==> src/rtl/multdiv_unit.sv <==
// Iterative multiply/divide responder for the MIPS execute stage: 2-stage multiply, restoring divide.
// Define MULTDIV_DIV_EARLY_EN to compile in the divide early-out (zero divisor or |a| < |b|).
module multdiv_unit #(
    parameter int DIV_ITERS = 32
) (
    input  logic        clk,
    input  logic        reset,
    input  logic [31:0] a,
    input  logic [31:0] b,
    input  logic        is_multdiv,
    input  logic [3:0]  multicycle_type,
    input  logic        stallE,
    input  logic        flush,
    output logic [31:0] hi,
    output logic [31:0] lo,
    output logic        ok
);
    localparam int CW = $clog2(DIV_ITERS) + 1;

    typedef enum logic [2:0] {S_IDLE, S_MUL, S_DIV, S_FIX, S_DONE} state_t;

    state_t        state_q, state_d;
    logic [CW-1:0] cnt_q, cnt_d;
    logic [31:0]   a_q, a_d;     // original a, needed for the divide-by-zero hi value
    logic [31:0]   b_q, b_d;     // raw b for multiply, |b| for divide
    logic          signed_q, signed_d;
    logic          sign_a_q, sign_a_d;
    logic          sign_b_q, sign_b_d;
    logic [31:0]   rem_q, rem_d;
    logic [31:0]   quo_q, quo_d;
    logic [49:0]   pp0_q, pp0_d;
    logic [47:0]   pp1_q, pp1_d;
    logic [31:0]   hi_q, hi_d;
    logic [31:0]   lo_q, lo_d;

    logic          req_div, req_signed, early;
    logic [31:0]   a_mag, b_mag;
    logic [32:0]   a_x, b_x;
    logic [49:0]   pp0_c;
    logic [47:0]   pp1_c;
    logic [63:0]   prod;
    logic [32:0]   shifted;
    logic [31:0]   diff;
    logic          fits;
    logic [31:0]   quo_fix, rem_fix;

    always_comb begin
        req_div    = 1'b0;
        req_signed = 1'b0;
        case (multicycle_type)
            4'd1, 4'd5, 4'd7: req_signed = 1'b1;
            4'd3: begin
                req_div    = 1'b1;
                req_signed = 1'b1;
            end
            4'd4:    req_div = 1'b1;
            default: req_signed = 1'b0;
        endcase
    end

    assign a_mag = (req_signed && a[31]) ? 32'd0 - a : a;
    assign b_mag = (req_signed && b[31]) ? 32'd0 - b : b;

`ifdef MULTDIV_DIV_EARLY_EN
    assign early = (b_mag == 32'd0) || (a_mag < b_mag);
`else
    assign early = 1'b0;
`endif

    // 33-bit extended operands; b split into an unsigned low half and a signed high part
    assign a_x   = {signed_q & a_q[31], a_q};
    assign b_x   = {signed_q & b_q[31], b_q};
    assign pp0_c = {{17{a_x[32]}}, a_x} * {34'd0, b_x[15:0]};
    assign pp1_c = {{15{a_x[32]}}, a_x} * {{31{b_x[32]}}, b_x[32:16]};
    assign prod  = {{14{pp0_q[49]}}, pp0_q} + {pp1_q, 16'd0};

    assign shifted = {rem_q, quo_q[31]};
    assign fits    = shifted >= {1'b0, b_q};
    assign diff    = shifted[31:0] - b_q;

    assign quo_fix = (sign_a_q ^ sign_b_q) ? 32'd0 - quo_q : quo_q;
    assign rem_fix = sign_a_q ? 32'd0 - rem_q : rem_q;

    always_comb begin
        state_d  = state_q;
        cnt_d    = cnt_q;
        a_d      = a_q;
        b_d      = b_q;
        signed_d = signed_q;
        sign_a_d = sign_a_q;
        sign_b_d = sign_b_q;
        rem_d    = rem_q;
        quo_d    = quo_q;
        pp0_d    = pp0_q;
        pp1_d    = pp1_q;
        hi_d     = hi_q;
        lo_d     = lo_q;
        if (flush) begin
            state_d = S_IDLE;
        end else begin
            case (state_q)
                S_IDLE: begin
                    if (is_multdiv) begin
                        a_d      = a;
                        signed_d = req_signed;
                        if (req_div) begin
                            b_d      = b_mag;
                            sign_a_d = req_signed & a[31];
                            sign_b_d = req_signed & b[31];
                            if (early) begin
                                rem_d   = a_mag;
                                quo_d   = 32'd0;
                                state_d = S_FIX;
                            end else begin
                                rem_d   = 32'd0;
                                quo_d   = a_mag;
                                cnt_d   = CW'(DIV_ITERS - 1);
                                state_d = S_DIV;
                            end
                        end else begin
                            b_d      = b;
                            sign_a_d = 1'b0;
                            sign_b_d = 1'b0;
                            cnt_d    = CW'(1);
                            state_d  = S_MUL;
                        end
                    end
                end
                S_MUL: begin
                    if (cnt_q != '0) begin
                        pp0_d = pp0_c;
                        pp1_d = pp1_c;
                        cnt_d = cnt_q - CW'(1);
                    end else begin
                        hi_d    = prod[63:32];
                        lo_d    = prod[31:0];
                        state_d = S_DONE;
                    end
                end
                S_DIV: begin
                    rem_d = fits ? diff : shifted[31:0];
                    quo_d = {quo_q[30:0], fits};
                    if (cnt_q == '0) begin
                        state_d = S_FIX;
                    end else begin
                        cnt_d = cnt_q - CW'(1);
                    end
                end
                S_FIX: begin
                    if (b_q == 32'd0) begin
                        hi_d = a_q;
                        lo_d = 32'hFFFF_FFFF;
                    end else begin
                        hi_d = rem_fix;
                        lo_d = quo_fix;
                    end
                    state_d = S_DONE;
                end
                S_DONE: begin
                    if (!(stallE && is_multdiv)) begin
                        state_d = S_IDLE;
                    end
                end
                default: state_d = S_IDLE;
            endcase
        end
    end

    always_ff @(posedge clk or posedge reset) begin
        if (reset) begin
            state_q  <= S_IDLE;
            cnt_q    <= '0;
            a_q      <= '0;
            b_q      <= '0;
            signed_q <= 1'b0;
            sign_a_q <= 1'b0;
            sign_b_q <= 1'b0;
            rem_q    <= '0;
            quo_q    <= '0;
            pp0_q    <= '0;
            pp1_q    <= '0;
            hi_q     <= '0;
            lo_q     <= '0;
        end else begin
            state_q  <= state_d;
            cnt_q    <= cnt_d;
            a_q      <= a_d;
            b_q      <= b_d;
            signed_q <= signed_d;
            sign_a_q <= sign_a_d;
            sign_b_q <= sign_b_d;
            rem_q    <= rem_d;
            quo_q    <= quo_d;
            pp0_q    <= pp0_d;
            pp1_q    <= pp1_d;
            hi_q     <= hi_d;
            lo_q     <= lo_d;
        end
    end

    assign ok = (state_q == S_IDLE) ? ~is_multdiv : (state_q == S_DONE);
    assign hi = hi_q;
    assign lo = lo_q;

endmodule

==> config.mk <==
export PLATFORM = sky130hd
export DESIGN_NAME = multdiv_unit
export DESIGN_NICKNAME = d
export VERILOG_FILES = /design/src/rtl/multdiv_unit.sv
export SDC_FILE = /design/constraint.sdc
export NUM_CORES = 2
export LEC_CHECK = 0
export BUFFER_PORTS_ARGS = -buffer_cell sky130_fd_sc_hd__buf_2
export CAP_MARGIN = 20
export CELL_PAD_IN_SITES_DETAIL_PLACEMENT = 1
export CELL_PAD_IN_SITES_GLOBAL_PLACEMENT = 1
export CORE_MARGIN = 2
export CORE_UTILIZATION = 51
export CTS_CLUSTER_DIAMETER = 200
export DETAILED_ROUTE_END_ITERATION = 7
export GPL_TIMING_DRIVEN = 0
export PLACE_DENSITY_LB_ADDON = 0.1
export SLEW_MARGIN = 15
export SYNTH_ARGS = -nofsm -noshare
export SYNTH_HDL_FRONTEND = slang
export SYNTH_SLANG_ARGS = --single-unit
export TNS_END_PERCENT = 50
==> constraint.sdc <==
create_clock -name clk -period 12.33 [get_ports clk]
set_input_delay 2.466 -clock clk [delete_from_list [all_inputs] [get_ports clk]]
set_output_delay 2.466 -clock clk [all_outputs]
set_load 0.05 [all_outputs]
**After elaboration in Yosys (flattened, before gate mapping)**

Cells that the tools add are included.

- Add/sub/neg operators: 7
- Multipliers: 2
- $lt $le $gt $ge: 1
- Equal/unequal tests: 18
- Mux-type cells: 35
- Bitwise operators: 7
- Reductions and logical operators: 18

Operators by type and width:

| cell | count |
|---|---|
| 2-to-1 mux 32 bit | 14 |
| case mux 32 bit (2 select lines) | 4 |
| subtractor 1 x 32 -> 32 bit (first input constant) | 4 |
| adder 64 bit | 1 |
| multiplier 33 x 17 -> 50 bit | 1 |
| multiplier 33 x 17 -> 48 bit | 1 |
| greater-or-equal comparator 33 x 32 -> 1 bit | 1 |
| logical NOT 32 bit | 1 |
| subtractor 32 bit | 1 |
| 2-to-1 mux 6 bit | 3 |
| case mux 6 bit (3 select lines) | 1 |
| 2-to-1 mux 3 bit | 5 |
| case mux 3 bit (5 select lines) | 1 |
| equality test 4 x 3 -> 1 bit (second input constant) | 3 |
| inequality test 3 bit (second input constant) | 4 |
| inequality test 2 bit (second input constant) | 5 |
| AND reduction 3 bit | 3 |
| AND reduction 4 bit | 2 |
| equality test 3 x 2 -> 1 bit (second input constant) | 2 |
| logical NOT 6 bit | 1 |
| nonzero test 6 bit | 1 |
| subtractor 6 x 1 -> 6 bit (second input constant) | 1 |
| 2-to-1 mux 1 bit | 5 |
| 2-to-1 mux 5 bit | 1 |
| other kinds (15) | 22 |

- Bits in registers: 302
- Input port bits: 73
- Output and inout port bits: 65
- Word-level logic and storage cells: 101

**Logic depth before layout (Yosys ltp)**

- Word-level depth: 8
- Gate-level depth with buffers: 28
- Gate-level depth less buffers: 25

**Least setup slack after synthesis**

Ideal clock, no wire load.

- Kind: reg-to-reg
- From: reg signed_q
- To: reg pp1_q[45]
- Setup time: 133 ps
- Data arrival time: 6611 ps
- Required time: 12197 ps
- Path slack: 5586 ps
- Cell stages (with the launch flop): 28
- Path buffers: 3
- Period minus slack after synthesis: 6744 ps
- Cell sequence: dfrtp_1 clkbuf_1 and2_1 clkbuf_1 clkbuf_1 nand2_1 inv_1 fa_1 inv_1 fa_1 inv_1 fa_1 fa_1 fa_1 inv_1 fa_1 inv_1 ha_1 a21o_1 a21o_1 a21o_1 or3_1 a211oi_1 a21boi_1 o21bai_1 a21oi_1 xor2_1 o21ai_0

- Cells in the longest elaborated chain, start to end: 2
- Elaborated cells on any way between the ends: 3
- Classes of those cells: 1 x mul; 2 x bitwise

Ends and longest elaborated chain:

| item | line | RTL |
|---|---|---|
| start, declared | 26 | `logic signed_q, signed_d;` |
| start signal, assigned | 189 | `signed_q <= signed_d;` |
| bitwise AND 1 bit (on tied branches) | 71, 72 |  |
| multiplier 33 x 17 -> 48 bit * | 74 | `assign pp1_c = {{15{a_x[32]}}, a_x} * {{31{b_x[32]}}, b_x[32:16]};` |
| end signal, assigned | 195 | `pp1_q <= pp1_d;` |
| end, declared | 32 | `logic [47:0] pp1_q, pp1_d;` |

Every way passes the cells marked *; elsewhere a longest branch is shown, timed or not.
A chain may end at the register's enable or synchronous reset.

**Worst setup path in the final report**

- From: reg a_q[17]
- To: reg pp1_q[46]

- Cells in the longest elaborated chain, start to end: 1

Ends and longest elaborated chain:

| item | line | RTL |
|---|---|---|
| start, declared | 24 | `logic [31:0] a_q, a_d;` |
| start signal, assigned | 173 | `a_q <= '0;` |
| start signal, assigned | 187 | `a_q <= a_d;` |
| multiplier 33 x 17 -> 48 bit | 74 |  |

No other way between the ends.

==> results.md <==
- Summing all placed instances gives a cell area of 0.0590 mm^2.
- After clock tree synthesis, the setup repair step added 0 buffers.
- The routed design could run at a clock period as short as 9.64 ns.
- The count of final setup violators is 0.
- The area growth from synthesis to layout is 7.39%.
- The kind of critical path is reg2reg.
- The most common cell type on the critical path is fa_1.
- The number of antenna violations at the first check in global routing was 36.
- The number of antenna-violating nets in the routed design is 0.
- The area of the die is 0.113 mm^2.
- The number of clock buffers added by TritonCTS is 40.
- The remaining global-route overflow is 0.
- The final layout contains 8214 nets.
- The wire length of the first global-routing pass is 339 mm.
- The H-tree generated during clock tree synthesis spans 2 levels.
- The normalized max-slew margin is 16.3%.
- Once the clock tree was built, the resizer swapped 0 gates to a different size.
- Synthesis instantiated 84 different standard cells from the library.
- The die span in y is 336 um.
- For the pin with the worst max-slew slack, the measured transition is 1.26 ns.
- The achievable clock frequency is 0.104 GHz.
- Cells with a size suffix above 1 make up 4.19% of the layout.
- The peak per-stage delay on the critical path is 0.90 ns.
- The launching element of the worst setup path is a_q[17].
- The clock reaches the later pin of the worst-skew pair after 0.64 ns.
- Of all nets on the critical path, the largest fanout is 10.
- The setup TNS after final layout is 0 ns.
- TritonCTS built the clock tree.
- The clock slew seen by the registers of the worst setup and hold paths is 0.06 ns.
- Sequential elements use 13.4% of the synthesized area.
- The total core area is 0.109 mm^2.
- The flow ran to the end, and the final reports show no timing, DRC or antenna violations.
- In this run the core area contains 121 standard-cell rows.
- The detailed-route wire length is 230 mm.
- The net count after synthesis is 8019.
- The I/O pin count is 138.
- The first detailed-routing pass took 6 iterations.
- The number of hold buffers added after CTS was 0.
- Entering global routing, the biggest net connects 102 pins.
- At the worst endpoint, the arrival time is 10.11 ns.
- The DRC marker count from the first detailed-route iteration is 4157.
- The hold violation total from the final report is 0.
- The slowest stage of the critical path is the clkbuf_1 cell.
- The top-area cell type share of the netlist area is 36.6%.
- The worst setup path is launched from a flip-flop.
- The maximum buffer depth of the clock tree is 3.
- The cell at the root of the clock tree is clkbuf_16.
- Ranked by total cell area, the synthesized netlist is headed by fa_1 (37%), dfrtp_1 (13%), inv_1 (8.9%).
- The fraction of registers with async set/reset is 100%.
- In the routed design, unresolved DRC markers number 0.
- The worst hold path belongs to the class reg2reg.
- The share of the clock period used by the worst path is 78.2%.
- The horizontal die dimension is 336 um.
- For the final database, setup skew stands at 0.0401 ns.
- In this run the tool buffered the top-level ports with 137 buffer cells.
- The number of instances in the synthesized netlist is 6601.
- In the routed layout, each cell is associated on average with a via count of 5.85.
- The synthesis warning total is 0.
- The via count of the first global-routing pass is 52700.
- The synthesized cell area is 0.0562 mm^2.
- The wire-length estimate of the detail-placed layout is 190 mm.
- The global-route usage over all layers is 41.4%.
- The number of violations of the max-capacitance limit is 0.
- After filler insertion, the fill cell instance count of the layout stands at 13200.
- The synthesized design contains 0 enable-type register cells.
- The number of vias after detailed routing is 48600.
- The number of buffer and inverter stages on the critical path is 8.
- The detail-routed net length per standard cell is 27.6 um.
- The startpoint identified for the worst hold timing path is lo[16].
- The startpoint identified for the worst register-to-register timing path is a_q[17].
- The endpoint class of the critical path is a flip-flop.
- The final cell utilization of the core is 55.3%.
- After synthesis, the mean cell area works out to 8.52 um^2.
- After routing the design area is 0.0604 mm^2.
- The dominant delay contributor by cell family on the critical path is adder cells.
- The final-report max-slew violation count is 0.
- The starting utilization of the core area is 51.5%.
- The most used flip-flop cell after synthesis is dfrtp_1.
- At the end of routability-driven placement, the weighted congestion stood at 0.962.
- For the worst setup path, the data required time is 12.80 ns.
- The synthesis-stage register bit count is 302.
- The tree built by TritonCTS fans out to 302 sinks.
- Setup repair after global routing left no endpoint under its margin.
- The biggest area contributor in the post-synthesis netlist is fa_1.
cells by family (layout without fill, tap and decap cells):
group | count (synthesis) | after routing | synth area share (%)
muxes | 45 | 45 | 0.839
DFF | 302 | 302 | 13.4
adders and majority gates | 1345 | 1345 | 43.6
and+or+nand+nor | 1945 | 1945 | 15.8
xor gates and xnor gates | 285 | 285 | 4.44
other | 0 | 10 | 0
AOI/OAI and AO/OA | 971 | 971 | 10.5
buffers and inverters | 1708 | 1931 | 11.4
stage by stage:
stage                     instances  hold WS [ns]  setup WS, ns
after floorplan                6601         0.445          1.52
after global placement         8214         0.458         -2.77
after detailed placement       8227         0.466          3.04
after CTS                      8297         0.480          2.99
after global routing           8301         0.510          2.60
final                          8310         0.475          2.69
synth_stat cells, types with 31 or more instances:
library cell  instances
a211oi_1             37
dfrtp_1             302
o31ai_1              35
ha_1                318
o21ai_0             344
and2_1              356
xnor2_1             144
inv_1              1334
mux2i_1              31
nand2_1            1134
nand3_1              35
xor2_1              141
a21o_1               98
fa_1               1027
clkbuf_1            363
a21oi_1             258
nor2_1              191
nor3_1               32
registers in the layout (all words and copies together) (netlist names), 3 cells and up:
signal	flops
state_q	3
a_q	32
b_q	32
pp0_q	50
cnt_q	6
quo_q	32
pp1_q	48
lo	32
hi	32
rem_q	32
cell type report:
type | count | area [um^2] | share of cell area [%]
clock buffers | 52 | 1110 | 1.83
flip-flops and latches | 302 | 7560 | 12.5
repair buffers | 153 | 930 | 1.54
clock inverters | 18 | 205 | 0.340
diodes | 10 | 25.0 | 0.0414
plain buffers | 374 | 1430 | 2.37
multi-input cells | 4591 | 42300 | 70.0
inverters | 1334 | 5010 | 8.31
well taps | 1476 | 1850 | 3.06
per-layer routing:
layer  global-route usage (%)  up-vias  routed length (um)
met1                     52.3    25100               89000
met3                     9.73      679               22000
met5                   0.0851        -                 150
met4                     24.6       22               16200
li1                         -    20500                   -
met2                     64.8     2283              102000
path summary, 6_finish.rpt:
kind / slack, ns / end / cells past startpoint
setup reg to reg: 2.69 / pp1_q[46] / 26
hold / removal: 0.47 / lo[16] / 2
setup / recovery: 2.69 / pp1_q[46] / 26
min in group asynchronous: 1.82 / rem_q[22] / 2
hold reg to reg: 0.47 / lo[16] / 2
max in group asynchronous: 9.16 / b_q[23] / 4
layout by cell type (no fill, tap or decap), types with 40 or more instances in the layout:
cell type / synthesis / final
clkbuf_16: 0 / 40
a21o_1: 98 / 98
buf_2: 3 / 140
a21oi_1: 258 / 258
nor2_1: 191 / 190
and2_1: 356 / 356
xnor2_1: 144 / 144
nand2_1: 1134 / 1134
inv_1: 1334 / 1333
fa_1: 1027 / 1027
dfrtp_1: 302 / 302
xor2_1: 141 / 141
o21ai_0: 344 / 344
ha_1: 318 / 318
clkbuf_1: 363 / 355
worst reg2reg max path, cell delays in order (launching register included):
cell	delay, ns
dfrtp_1	0.32
clkbuf_1	0.90
clkbuf_1	0.80
nand2_1	0.19
fa_1	0.59
inv_1	0.06
fa_1	0.53
inv_1	0.05
fa_1	0.51
inv_1	0.08
fa_1	0.46
fa_1	0.52
inv_1	0.05
fa_1	0.52
inv_1	0.06
ha_1	0.26
clkbuf_1	0.27
nand2_1	0.12
nor2_1	0.20
nand3_1	0.17
a2111oi_2	0.88
o2111ai_1	0.48
a211oi_1	0.56
nand2b_1	0.27
a31oi_1	0.13
xor2_1	0.34
o21ai_0	0.13
Power is left out: the tool's default activity adds up to more than one toggle a clock period on the data nets, which glitch-free logic cannot reach.
